===== config.mk =====
export PLATFORM = sky130hd
export DESIGN_NAME = main_memory_banked
export DESIGN_NICKNAME = d
export VERILOG_FILES = /design/src/rtl/mem_pkg.sv /design/src/rtl/mem_addr_decode.sv /design/src/rtl/main_memory_banked.sv
export SDC_FILE = /design/constraint.sdc
export NUM_CORES = 2
export LEC_CHECK = 0
export BUFFER_PORTS_ARGS = -buffer_cell sky130_fd_sc_hd__buf_2
export CORE_MARGIN = 2
export CORE_UTILIZATION = 48
export CTS_CLUSTER_DIAMETER = 50
export CTS_CLUSTER_SIZE = 28
export DETAILED_ROUTE_END_ITERATION = 8
export PLACE_DENSITY = 0.67
export RECOVER_POWER = 50
export SYNTH_ARGS = -nofsm -noshare
export SYNTH_HDL_FRONTEND = slang
export SYNTH_HIERARCHICAL = 1
export SYNTH_MEMORY_MAX_BITS = 65536
export SYNTH_SLANG_ARGS = --single-unit

===== constraint.sdc =====
create_clock -name clk -period 4.95 [get_ports clk]
set_input_delay 1.485 -clock clk [delete_from_list [all_inputs] [get_ports clk]]
set_output_delay 1.485 -clock clk [all_outputs]
set_load 0.02 [all_outputs]

===== src/rtl/mem_pkg.sv =====
// Shared defaults, sticky-error bit positions and region select for the banked main memory.
package mem_pkg;
   localparam int          DEF_DATA_W     = 32;
   localparam int          DEF_SYS_WORDS  = 16;
   localparam int          DEF_USER_BASE  = 2048;
   localparam int          DEF_USER_WORDS = 128;
   localparam logic [31:0] DEF_BOOT_WORD  = 32'h81C0_2800;

   localparam int ERR_ALIGN = 0;
   localparam int ERR_RANGE = 1;
   localparam int ERR_PROT  = 2;

   typedef enum logic [1:0] {REG_SYS, REG_USER, REG_NONE} region_e;
endpackage


===== src/rtl/mem_addr_decode.sv =====
// Combinational byte-address decode into region, word index and align/range faults.
// Zero latency; no flow control.
module mem_addr_decode
   import mem_pkg::*;
#(
   parameter int SYS_WORDS  = DEF_SYS_WORDS,
   parameter int USER_BASE  = DEF_USER_BASE,
   parameter int USER_WORDS = DEF_USER_WORDS
) (
   input  logic [31:0] address,
   output region_e     region,
   output logic [29:0] word_idx,
   output logic        align_flt,
   output logic        range_flt
);
   // Bounds are compared at 33 bits so a user region ending at 4 GiB does not wrap.
   localparam logic [32:0] SYS_END = 33'(longint'(SYS_WORDS) * 4);
   localparam logic [32:0] USER_LO = 33'(longint'(USER_BASE));
   localparam logic [32:0] USER_HI = 33'(longint'(USER_BASE) + longint'(USER_WORDS) * 4);

   logic [32:0] addr_x;
   logic [31:0] user_off;

   assign addr_x   = {1'b0, address};
   assign user_off = address - USER_LO[31:0];

   always_comb begin
      region   = REG_NONE;
      word_idx = '0;
      if (addr_x < SYS_END) begin
         region   = REG_SYS;
         word_idx = address[31:2];
      end else if (addr_x >= USER_LO && addr_x < USER_HI) begin
         region   = REG_USER;
         word_idx = user_off[31:2];
      end
   end

   assign align_flt = |address[1:0];
   assign range_flt = (region == REG_NONE);
endmodule


===== src/rtl/main_memory_banked.sv =====
// Two-region word memory (boot-protected system bank + user bank) with byte-enable writes.
// Read data and error flags one cycle after the request; always accepts, no backpressure.
module main_memory_banked
   import mem_pkg::*;
#(
   parameter int                DATA_W     = DEF_DATA_W,
   parameter int                SYS_WORDS  = DEF_SYS_WORDS,
   parameter int                USER_BASE  = DEF_USER_BASE,
   parameter int                USER_WORDS = DEF_USER_WORDS,
   parameter logic [DATA_W-1:0] BOOT_WORD  = DATA_W'(DEF_BOOT_WORD)
) (
   input  logic                clk,
   input  logic                rst_n,
   input  logic [31:0]         address,
   input  logic [DATA_W-1:0]   data_in,
   input  logic [DATA_W/8-1:0] be,
   input  logic                rd,
   input  logic                wr,
   input  logic                sys_wp,
   input  logic                err_clr,
   output logic [DATA_W-1:0]   data_out,
   output logic                rd_valid,
   output logic                err,
   output logic [2:0]          err_status
);
   localparam int NB      = DATA_W / 8;
   localparam int SYS_AW  = (SYS_WORDS > 1) ? $clog2(SYS_WORDS) : 1;
   localparam int USER_AW = (USER_WORDS > 1) ? $clog2(USER_WORDS) : 1;

   logic [DATA_W-1:0] sys_mem  [SYS_WORDS];
   logic [DATA_W-1:0] user_mem [USER_WORDS];

   region_e             region;
   logic [29:0]         word_idx;
   logic                align_flt, range_flt;
   logic [SYS_AW-1:0]   sys_idx;
   logic [USER_AW-1:0]  user_idx;
   logic                unused_idx;
   logic                acc, addr_ok, is_sys, is_user;
   logic                sys_we, user_we;
   logic [2:0]          flt;
   logic [DATA_W-1:0]   rd_word;

   mem_addr_decode #(
      .SYS_WORDS  (SYS_WORDS),
      .USER_BASE  (USER_BASE),
      .USER_WORDS (USER_WORDS)
   ) u_decode (
      .address   (address),
      .region    (region),
      .word_idx  (word_idx),
      .align_flt (align_flt),
      .range_flt (range_flt)
   );

   assign sys_idx    = word_idx[SYS_AW-1:0];
   assign user_idx   = word_idx[USER_AW-1:0];
   assign unused_idx = ^word_idx;

   assign acc     = rd | wr;
   assign addr_ok = !align_flt && !range_flt;
   assign is_sys  = (region == REG_SYS);
   assign is_user = (region == REG_USER);

   assign flt[ERR_ALIGN] = acc && align_flt;
   assign flt[ERR_RANGE] = acc && range_flt;
   assign flt[ERR_PROT]  = wr && sys_wp && is_sys;

   // Word 0 holds the boot vector: writes to it are dropped without raising an error.
   assign sys_we  = rst_n && wr && addr_ok && is_sys && !sys_wp && (sys_idx != '0);
   assign user_we = rst_n && wr && addr_ok && is_user;

   always_comb begin
      rd_word = '0;
      if (addr_ok && is_sys)
         rd_word = (sys_idx == '0) ? BOOT_WORD : sys_mem[sys_idx];
      else if (addr_ok && is_user)
         rd_word = user_mem[user_idx];
   end

   // Arrays carry no reset so contents survive rst_n.
   always_ff @(posedge clk) begin
      for (int i = 0; i < NB; i++) begin
         if (sys_we && be[i])
            sys_mem[sys_idx][8*i +: 8] <= data_in[8*i +: 8];
         if (user_we && be[i])
            user_mem[user_idx][8*i +: 8] <= data_in[8*i +: 8];
      end
   end

   always_ff @(posedge clk or negedge rst_n) begin
      if (!rst_n) begin
         data_out   <= '0;
         rd_valid   <= 1'b0;
         err        <= 1'b0;
         err_status <= '0;
      end else begin
         rd_valid <= rd;
         if (rd)
            data_out <= rd_word;
         err        <= |flt;
         err_status <= (err_clr ? 3'b000 : err_status) | flt;
      end
   end
endmodule


==> summary.txt <==
Hold Path Class - reg2reg
clock share of power - 0.436
placed wire-length estimate - 371000 µm
final period utilization - 0.985
switching part of the total - 0.221
worst-skew pair later-pin latency - 0.98 ns
Worst EP arrival - 5.54 ns
Pwr Density - 364 nW/µm²
Net Switching - 17.3 mW
fin. max-slew vios - 3007
post-route core utilization - 0.575
GP Congestion - 0.955
Root Buffer - clkbuf_16
Final Net Count - 10700
post-CTS repair timing setup buffer count - 0
post-DR vias/cell - 6.24
initial antenna violation count - 40
Cell Area, Synth - 180000 µm²
final setup fails - 0
crit path launch type - primary input
Residual DRC - 0
most common cell after layout, fill and taps aside - edfxtp_1
Chip Width - 617 µm
Clock H-tree levels - 5
worst path cell trace - clkbuf_1 > clkbuf_2
IO buf count - 110
clock skew - 0.0440 ns
Slew @ Worst Pin - 4.48 ns
sequential power share - 0.553
internal power - 60.8 mW
drt pass-1 iters - 6
Min Hold Slack - 0.547 ns
YS warnings - 6
DR WL/cell - 33.3 µm
Longest Clk Path Bufs - 4
share of layout cells above drive strength 1 - 0.311
slowest stage delay, CP - 2.98 ns
via count - 99700
first-pass GRT wire length - 742000 µm
vias in the first global route - 98000
leakage power - 66.7 nW
kind of cell adding the most delay to the critical path - buffers and inverters
die height - 617 µm
CP Max Fanout - 77
combinational power share - 0.011
WS Path Type - in2reg
Site Rows - 224
Sink Count - 4639
CP max-delay cell - clkbuf_1
Peak Freq - 205 MHz
VDD IR max - 0.351 mV
RSZ-0062 raised after global routing - false
most frequent cells in the layout - edfxtp_1, buf_4, mux2i_1
Remaining Overflow, GRT - 0
Mapped Avg Cell Area - 20.1 µm²
die area - 380000 µm²
CTS tree - yes
Clock transition at path regs - 0.07 ns
Post-Route WL - 533000 µm
setup_tns - 0 ns
Core ar. - 373000 µm²
Initial Util - 0.483
CP Buf/Inv Count - 2
pin count of the biggest net entering global routing - 145
CTS buffer count - 399
Worst EP required - 5.61 ns
DRT antenna net count - 0
Period minus WS final - 4.88 ns
num ports - 111
Initial DRC Count - 14800
max cap viols - 39
fillers - 27000
Hold Fails Final Rpt - 0
layout overhead on the synthesized area - 19.1%
Tot GR Track Use - 0.276
type of destination of the critical path - flip-flop
failing checks - max-capacitance violations, max-slew violations
status - complete, but fails checks
slew margin rel. - -1.99
Syn Inst Count - 8947
==> timing repair <==
item                       in CTS  in global routing
hold buffers                    0                  0
setup endpoints to repair      55                133
resized for setup               6                  9
pin swaps                       0                  1
==> registers in the layout (all words and copies together), names as in the netlist <==
name,cells
data_out,32
err,1
err_status,3
rd_valid,1
sys_mem,506
user_mem,4096
==> layout make-up <==
type,instances,area (µm²),area share
diodes,25,62.6,0.000292
clock buffers,422,10200,0.0474
clock inverters,330,4440,0.0207
inverters,12,47.5,0.000222
multi-input cells,3745,38300,0.179
flip-flops and latches,4639,139000,0.648
well taps,4972,6220,0.0290
repair buffers,1843,16200,0.0755
==> path summary, 6_finish.rpt <==
kind	from	to	slack, ns	cells after the start
min reg2reg	err_status[1]	err_status[1]	0.55	2
min	err_status[1]	err_status[1]	0.55	2
max in group asynchronous	rst_n	data_out[5]	1.29	3
min in group asynchronous	rst_n	data_out[19]	1.34	2
max	data_in[30]	user_mem[23][30]	0.07	2
max reg2reg	user_mem[119][30]	data_out[30]	2.14	9
==> power by group through the flow <==
stage / Sequential [mW] / Combinational (mW) / Clock (mW)
2_1_floorplan: 44.0 / 0.0477 / 0
3_3_place_gp: 44.0 / 0.831 / 0
3_5_place_dp: 44.0 / 0.887 / 0
4_1_cts: 43.1 / 0.887 / 34.3
5_1_grt: 43.2 / 0.911 / 35.8
6_report: 43.2 / 0.870 / 34.0
==> through the flow <==
step | area [µm²] | setup WS [ns] | power, mW | cells
after floorplan | 180000 | 0.0370 | 44.1 | 8972
after global placement | 200000 | -1.28 | 44.9 | 15200
after detailed placement | 200000 | -1.25 | 44.9 | 15200
after CTS | 215000 | 0.0106 | 78.3 | 16000
after global routing | 215000 | 0.00492 | 79.9 | 16000
final | 215000 | 0.0733 | 78.1 | 16000
==> per-layer routing <==
metal  vias up  share of wire  global-route usage  routed length, µm
met1     52200           0.37               0.366             196000
met3      1065           0.11              0.0749              60800
met5         -        0.00079                   0                420
li1      40400              -                   -                  -
met2      5956           0.47               0.431             248000
met4        31          0.051               0.119              26900
Power figures use the tool's default switching activity.
